`src/rtl/fetch_queue_if.sv`:
```
// Fetch/Decode handshake bundle for the fetch_queue instruction buffer.
// The master side is Fetch+Decode (the environment); the slave side is the queue.
interface fetch_queue_if #(
    parameter int PTR_W = 3
) ();
    logic             flush;
    logic             in_valid;
    logic [31:0]      in_instruction;
    logic [31:0]      in_pc;
    logic             in_ready;
    logic             fetch_complete;
    logic             out_valid;
    logic [31:0]      out_instruction;
    logic [31:0]      out_pc;
    logic             out_ready;
    logic [PTR_W:0]   count;
    logic             almost_full;
    logic             drained;

    modport master (
        output flush, in_valid, in_instruction, in_pc, fetch_complete, out_ready,
        input  in_ready, out_valid, out_instruction, out_pc, count, almost_full, drained
    );

    modport slave (
        input  flush, in_valid, in_instruction, in_pc, fetch_complete, out_ready,
        output in_ready, out_valid, out_instruction, out_pc, count, almost_full, drained
    );
endinterface

```
`src/rtl/fetch_queue.sv`:
```
// In-order instruction buffer between Fetch and Decode: first-word-fall-through FIFO
// with one-cycle enqueue-to-visible latency, flush, and end-of-program drain tracking.
module fetch_queue #(
    parameter int DEPTH           = 8,
    parameter int PTR_W           = 3,
    parameter int ALMOST_FULL_LVL = 6
) (
    input  logic          clk,
    input  logic          reset,
    fetch_queue_if.slave  q
);
    localparam logic [PTR_W:0] DEPTH_CNT = (PTR_W+1)'(DEPTH);
    localparam logic [PTR_W:0] AF_CNT    = (PTR_W+1)'(ALMOST_FULL_LVL);
    localparam logic [PTR_W:0] ZERO_CNT  = '0;

    logic [31:0]      mem_instr_q [DEPTH];
    logic [31:0]      mem_pc_q    [DEPTH];

    logic [PTR_W-1:0] head_q, head_d;
    logic [PTR_W-1:0] tail_q, tail_d;
    logic [PTR_W:0]   count_q, count_d;
    logic             done_seen_q, done_seen_d;
    logic             drained_q, drained_d;

    logic             enq;
    logic             deq;
    logic             wr_en;
    logic             full;
    logic             empty;

    assign full  = (count_q == DEPTH_CNT);
    assign empty = (count_q == ZERO_CNT);
    assign enq   = q.in_valid && !full;
    assign deq   = q.out_ready && !empty;

    always_comb begin
        head_d      = head_q;
        tail_d      = tail_q;
        count_d     = count_q;
        wr_en       = 1'b0;
        done_seen_d = done_seen_q | q.fetch_complete;
        if (q.flush) begin
            head_d  = '0;
            tail_d  = '0;
            count_d = '0;
        end else begin
            if (enq) begin
                wr_en  = 1'b1;
                tail_d = tail_q + 1'b1;
            end
            if (deq) begin
                head_d = head_q + 1'b1;
            end
            case ({enq, deq})
                2'b10:   count_d = count_q + 1'b1;
                2'b01:   count_d = count_q - 1'b1;
                default: count_d = count_q;
            endcase
        end
        // Registered from next-state so it rises the cycle after the last dequeue.
        drained_d = done_seen_d && (count_d == ZERO_CNT);
    end

    always_ff @(posedge clk) begin
        if (reset) begin
            head_q      <= '0;
            tail_q      <= '0;
            count_q     <= '0;
            done_seen_q <= 1'b0;
            drained_q   <= 1'b0;
        end else begin
            head_q      <= head_d;
            tail_q      <= tail_d;
            count_q     <= count_d;
            done_seen_q <= done_seen_d;
            drained_q   <= drained_d;
        end
    end

    // Storage is not reset; the head outputs are masked while empty instead.
    always_ff @(posedge clk) begin
        if (wr_en) begin
            mem_instr_q[tail_q] <= q.in_instruction;
            mem_pc_q[tail_q]    <= q.in_pc;
        end
    end

    assign q.in_ready        = !full;
    assign q.out_valid       = !empty;
    assign q.out_instruction = empty ? 32'h0 : mem_instr_q[head_q];
    assign q.out_pc          = empty ? 32'h0 : mem_pc_q[head_q];
    assign q.count           = count_q;
    assign q.almost_full     = (count_q >= AF_CNT);
    assign q.drained         = drained_q;
endmodule

```
`src/flat_wrapper.sv`:
```
// flat-port wrapper written by rule: the top's interface ports become plain ports
module fetch_queue_flat 
#(
    parameter int DEPTH           = 8,
    parameter int PTR_W           = 3,
    parameter int ALMOST_FULL_LVL = 6
)
  (clk, reset, q_flush, q_in_valid, q_in_instruction, q_in_pc, q_fetch_complete, q_out_ready, q_in_ready, q_out_valid, q_out_instruction, q_out_pc, q_count, q_almost_full, q_drained);
  fetch_queue_if #(.PTR_W(PTR_W)) q_i ();
  input  logic clk;
  input  logic reset;
  input wire logic [$bits(q_i.flush)-1:0] q_flush;
  input wire logic [$bits(q_i.in_valid)-1:0] q_in_valid;
  input wire logic [$bits(q_i.in_instruction)-1:0] q_in_instruction;
  input wire logic [$bits(q_i.in_pc)-1:0] q_in_pc;
  input wire logic [$bits(q_i.fetch_complete)-1:0] q_fetch_complete;
  input wire logic [$bits(q_i.out_ready)-1:0] q_out_ready;
  output wire logic [$bits(q_i.in_ready)-1:0] q_in_ready;
  output wire logic [$bits(q_i.out_valid)-1:0] q_out_valid;
  output wire logic [$bits(q_i.out_instruction)-1:0] q_out_instruction;
  output wire logic [$bits(q_i.out_pc)-1:0] q_out_pc;
  output wire logic [$bits(q_i.count)-1:0] q_count;
  output wire logic [$bits(q_i.almost_full)-1:0] q_almost_full;
  output wire logic [$bits(q_i.drained)-1:0] q_drained;
  assign q_i.flush = q_flush;
  assign q_i.in_valid = q_in_valid;
  assign q_i.in_instruction = q_in_instruction;
  assign q_i.in_pc = q_in_pc;
  assign q_i.fetch_complete = q_fetch_complete;
  assign q_i.out_ready = q_out_ready;
  assign q_in_ready = q_i.in_ready;
  assign q_out_valid = q_i.out_valid;
  assign q_out_instruction = q_i.out_instruction;
  assign q_out_pc = q_i.out_pc;
  assign q_count = q_i.count;
  assign q_almost_full = q_i.almost_full;
  assign q_drained = q_i.drained;
  fetch_queue #(.DEPTH(DEPTH), .PTR_W(PTR_W), .ALMOST_FULL_LVL(ALMOST_FULL_LVL)) u_core (.clk(clk), .reset(reset), .q(q_i));
endmodule
```
`config.mk`:
```
export PLATFORM = sky130hd
export DESIGN_NAME = fetch_queue_flat
export DESIGN_NICKNAME = d
export VERILOG_FILES = /design/src/rtl/fetch_queue_if.sv /design/src/rtl/fetch_queue.sv /design/src/flat_wrapper.sv
export SDC_FILE = /design/constraint.sdc
export NUM_CORES = 1
export LEC_CHECK = 0
export CAP_MARGIN = 10
export CORE_MARGIN = 8
export CORE_UTILIZATION = 25
export DETAILED_ROUTE_END_ITERATION = 10
export DONT_BUFFER_PORTS = 1
export SLEW_MARGIN = 20
export SYNTH_ARGS = -nofsm -noshare
export SYNTH_HDL_FRONTEND = slang
export SYNTH_SLANG_ARGS = --single-unit
```
`constraint.sdc`:
```
create_clock -name clk -period 20.7 [get_ports clk]
set_input_delay 6.21 -clock clk [delete_from_list [all_inputs] [get_ports clk]]
set_output_delay 6.21 -clock clk [all_outputs]
set_load 0.05 [all_outputs]
```
==> impl_results.md <==
- Status: finished, final reports clean
- Max cap viols: 0
- DRT antenna net count: 0
- RSZ-0062 raised after global routing: no
- Multiplexer area fraction after synthesis: 0.176
- Setup CP Type: reg -> out
- IO buf count: 0
- WP data arrival: 4030 ps
- Gpl congestion: 0.663
- Simple-Gate Fraction of Synth Area: 0.0235
- Via count: 8794
- Fin. Hold Viols: 0
- Largest family of logic cells by synthesized area: multiplexers
- CP max-delay cell: nor2_1
- Cell mode on critical path: buf_4
- Die width: 300 um
- Endpoints failing setup: 0
- Floorplan die height: 300 um
- FMAX: 0.0976 GHz
- VDD IR max: 0.0581 mV
- Reg clk slew, reported paths: 60 ps
- Post CTS Setup Buffer Count: 0
- Clock buffer depth: 3
- Final nets: 1004
- Sequential Power Share: 0.527
- Cell taking the most area after synthesis: edfxtp_1
- Crit-path leading delay family: buffers and inverters
- Cells after Synth: 896
- R2r setup slk: 16560 ps
- CTS Buf Count: 57
- # IOs: 142
- Max Clock Skew: 21.7 ps
- DR pass1 iterations: 5
- Total track usage: 0.0985
- Ratio of cells with drive above 1 in the final layout: 0.261
- WP buf/inv: 2
- # rows: 104
- DRC Markers: 0
- Placed Area: 21400 sq um
- Post_cts resized: 0
- Worst setup SP type: flop
- Combinational power share: 0.034
- Final min period: 10240 ps
- Compound-Gate Fraction of Synth Area: 0.00255
- Largest net degree at the start of global routing: 49
- Ant diodes: 0
- DIE AREA: 89700 sq um
- CP Capture Point: q_out_pc[8]
- Final instance area: 23300 sq um
- Clk Latency, worst-skew pair: 600 ps
- Post-Syn Area: 20100 sq um
- Final Max Tran Viols: 0
- Vias in the first global route: 9707
- DR vias/cell: 4.32
- First-pass GRT wire length: 65900 um
- Adder-cell share of the synthesized area: 0.00311
- Switching power total: 0.000481 W
- Final period util: 0.495
- Synth cell types: 33
- Worst hold path type: reg -> reg
- Leakage power: 6.80 nW
- Internal power of the cells: 0.00177 W
- Initial Util: 0.251
- CP endpoint kind: output port
- Synth Area in XOR/XNOR: 0.00386
- Avg Synthesized Cell Area: 22.4 sq um
- Stages on worst setup path: 5
- Area delta synth->final: 15.9%
- Max incr delay on CP: 730 ps
- Synth top area share: 0.765
- Sequential-to-total area share from yosys stat: 0.780
- Per-cell routed wire length: 22.0 um
- Share of total power in the clock network: 0.439
- Switch share: 0.214
- CTS HTree Levels: 2
- Worst R2R End: u_core.mem_pc_q[6][25]
- CTS tree: done
- Initial DRC count: 632
- DRT Wirelength: 44900 um
- Setup TNS: 0 ps
- Half-perimeter wire length after placement: 24100 um
- Initial antenna violation count: 1
- #FFs+latches synth: 527
- Root Buffer: clkbuf_16
- WP data required: 14490 ps
- Critical Path Fanout Max: 48
- Sink Count: 527
- CTS Hold Buffers Added: 0
- Slew @ Worst Pin: 1120 ps
- Worst r2r path cells: 6
- Max-slew headroom: 0.249
- Syn_nets: 971
- Worst r2r src: u_core.q.count[0]
- Crit-path cells: buf_4 -> buf_4 -> mux4_2 -> mux2i_1 -> nor2_1
- Core Box Area: 80000 sq um
- Synth top area cells: edfxtp_1 (76%), mux4_2 (14%), mux2i_1 (3.3%), dfxtp_1 (1.5%), nor2_1 (1.5%)
- Total global routing overflow: 0
- Synth warn: 0
- Pwr/cell area: 96.6 nW/um^2
metrics by stage:
step | power [W] | worst slack, ps | hold slack, ps | utilization | instances
floorplan | 0.00127 | 6830 | 460 | - | 896
global placement | 0.00128 | 11020 | 473 | 0.268 | 1930
detailed placement | 0.00129 | 10990 | 474 | 0.268 | 1930
CTS | 0.00228 | 10310 | 490 | 0.291 | 2036
global route | 0.00233 | 10200 | 525 | 0.291 | 2036
finish | 0.00225 | 10460 | 490 | 0.291 | 2036
placed cells by master, fill, tap and decap left out, drive strengths merged, types with 6 or more instances in the layout:
master	Yosys	layout
edfxtp	512	512
clkinv	0	19
clkinvlp	0	6
nor2	78	78
mux2i	66	66
buf	41	21
clkbuf	6	71
mux4	128	128
dfxtp	15	15
inv	1	9
nand2	8	8
worst reg2reg max path: stages, from the launching register on:
cell and delay (ps):
dfxtp_1 860, nor3_2 110, nand2_1 550, nand2_1 340, or2_4 360, nor2_4 590, buf_4 860
area by class of cell:
class	instances	area, sq um
clock buffer	71	1580
timing repair buffer	21	158
inverter	1	3.75
fill	7810	56700
clock inverter	35	269
multi-input combinational	321	4270
sequential	527	15700
tap	1060	1330
power groups by stage:
stage | logic, W | clock network [W] | registers [W]
5_1_grt | 0.0000805 | 0.00106 | 0.00119
2_1_floorplan | 0.0000642 | 0 | 0.00121
4_1_cts | 0.0000778 | 0.00102 | 0.00119
6_report | 0.0000754 | 0.000988 | 0.00119
3_3_place_gp | 0.0000771 | 0 | 0.00121
3_5_place_dp | 0.0000777 | 0 | 0.00121
flip-flops by register name (all words and copies together) (netlist names), named ones only:
| name | flops |
|---|---|
| u_core.head_q | 3 |
| u_core.q.count | 4 |
| u_core.mem_pc_q | 256 |
| u_core.tail_q | 3 |
| u_core.done_seen_q | 1 |
| u_core.mem_instr_q | 256 |
| u_core.q.drained | 1 |
how the worst min path moves through the flow:
stage	from	end	slack, ps	cells past startpoint
after floorplan	u_core.done_seen_q	u_core.done_seen_q	460	2
after global placement	u_core.tail_q[0]	u_core.tail_q[0]	470	2
after detailed placement	u_core.done_seen_q	u_core.done_seen_q	470	2
after CTS	u_core.done_seen_q	u_core.done_seen_q	490	2
after global routing	u_core.done_seen_q	u_core.done_seen_q	520	2
final	u_core.done_seen_q	u_core.done_seen_q	490	2
logic make-up after synthesis:
kind of cell / count (synthesis)
xor+xnor: 8
mux: 194
compound gates: 8
buf+inv: 48
simple gates: 106
flops: 527
fa+ha+maj: 5
layer usage:
layer	up-vias	global-route usage	routed length, um	part of all wire
li1	3790	-	-	-
met1	4732	0.123	19200	0.43
met2	204	0.164	21700	0.48
met3	68	0.0313	3080	0.069
met4	0	0.0269	959	0.021
met5	-	0	0	0
synth_stat cells (all sizes together):
master and count:
or4 1, clkbuf 6, mux2i 66, a21o 1, dfxtp 15, a211oi 1
nor2b 1, nand3b 1, a22o 1, or2 3, nor2 78, ha 5
nand3 3, nand2 8, nor4b 4, edfxtp 512, nand2b 1, and2 1
and2b 1, mux4 128, nor3 2, nor4 2, o31ai 1, xor2 4
inv 1, xnor2 4, buf 41, a21oi 4
No activity file was read; power rests on OpenSTA's default activity.
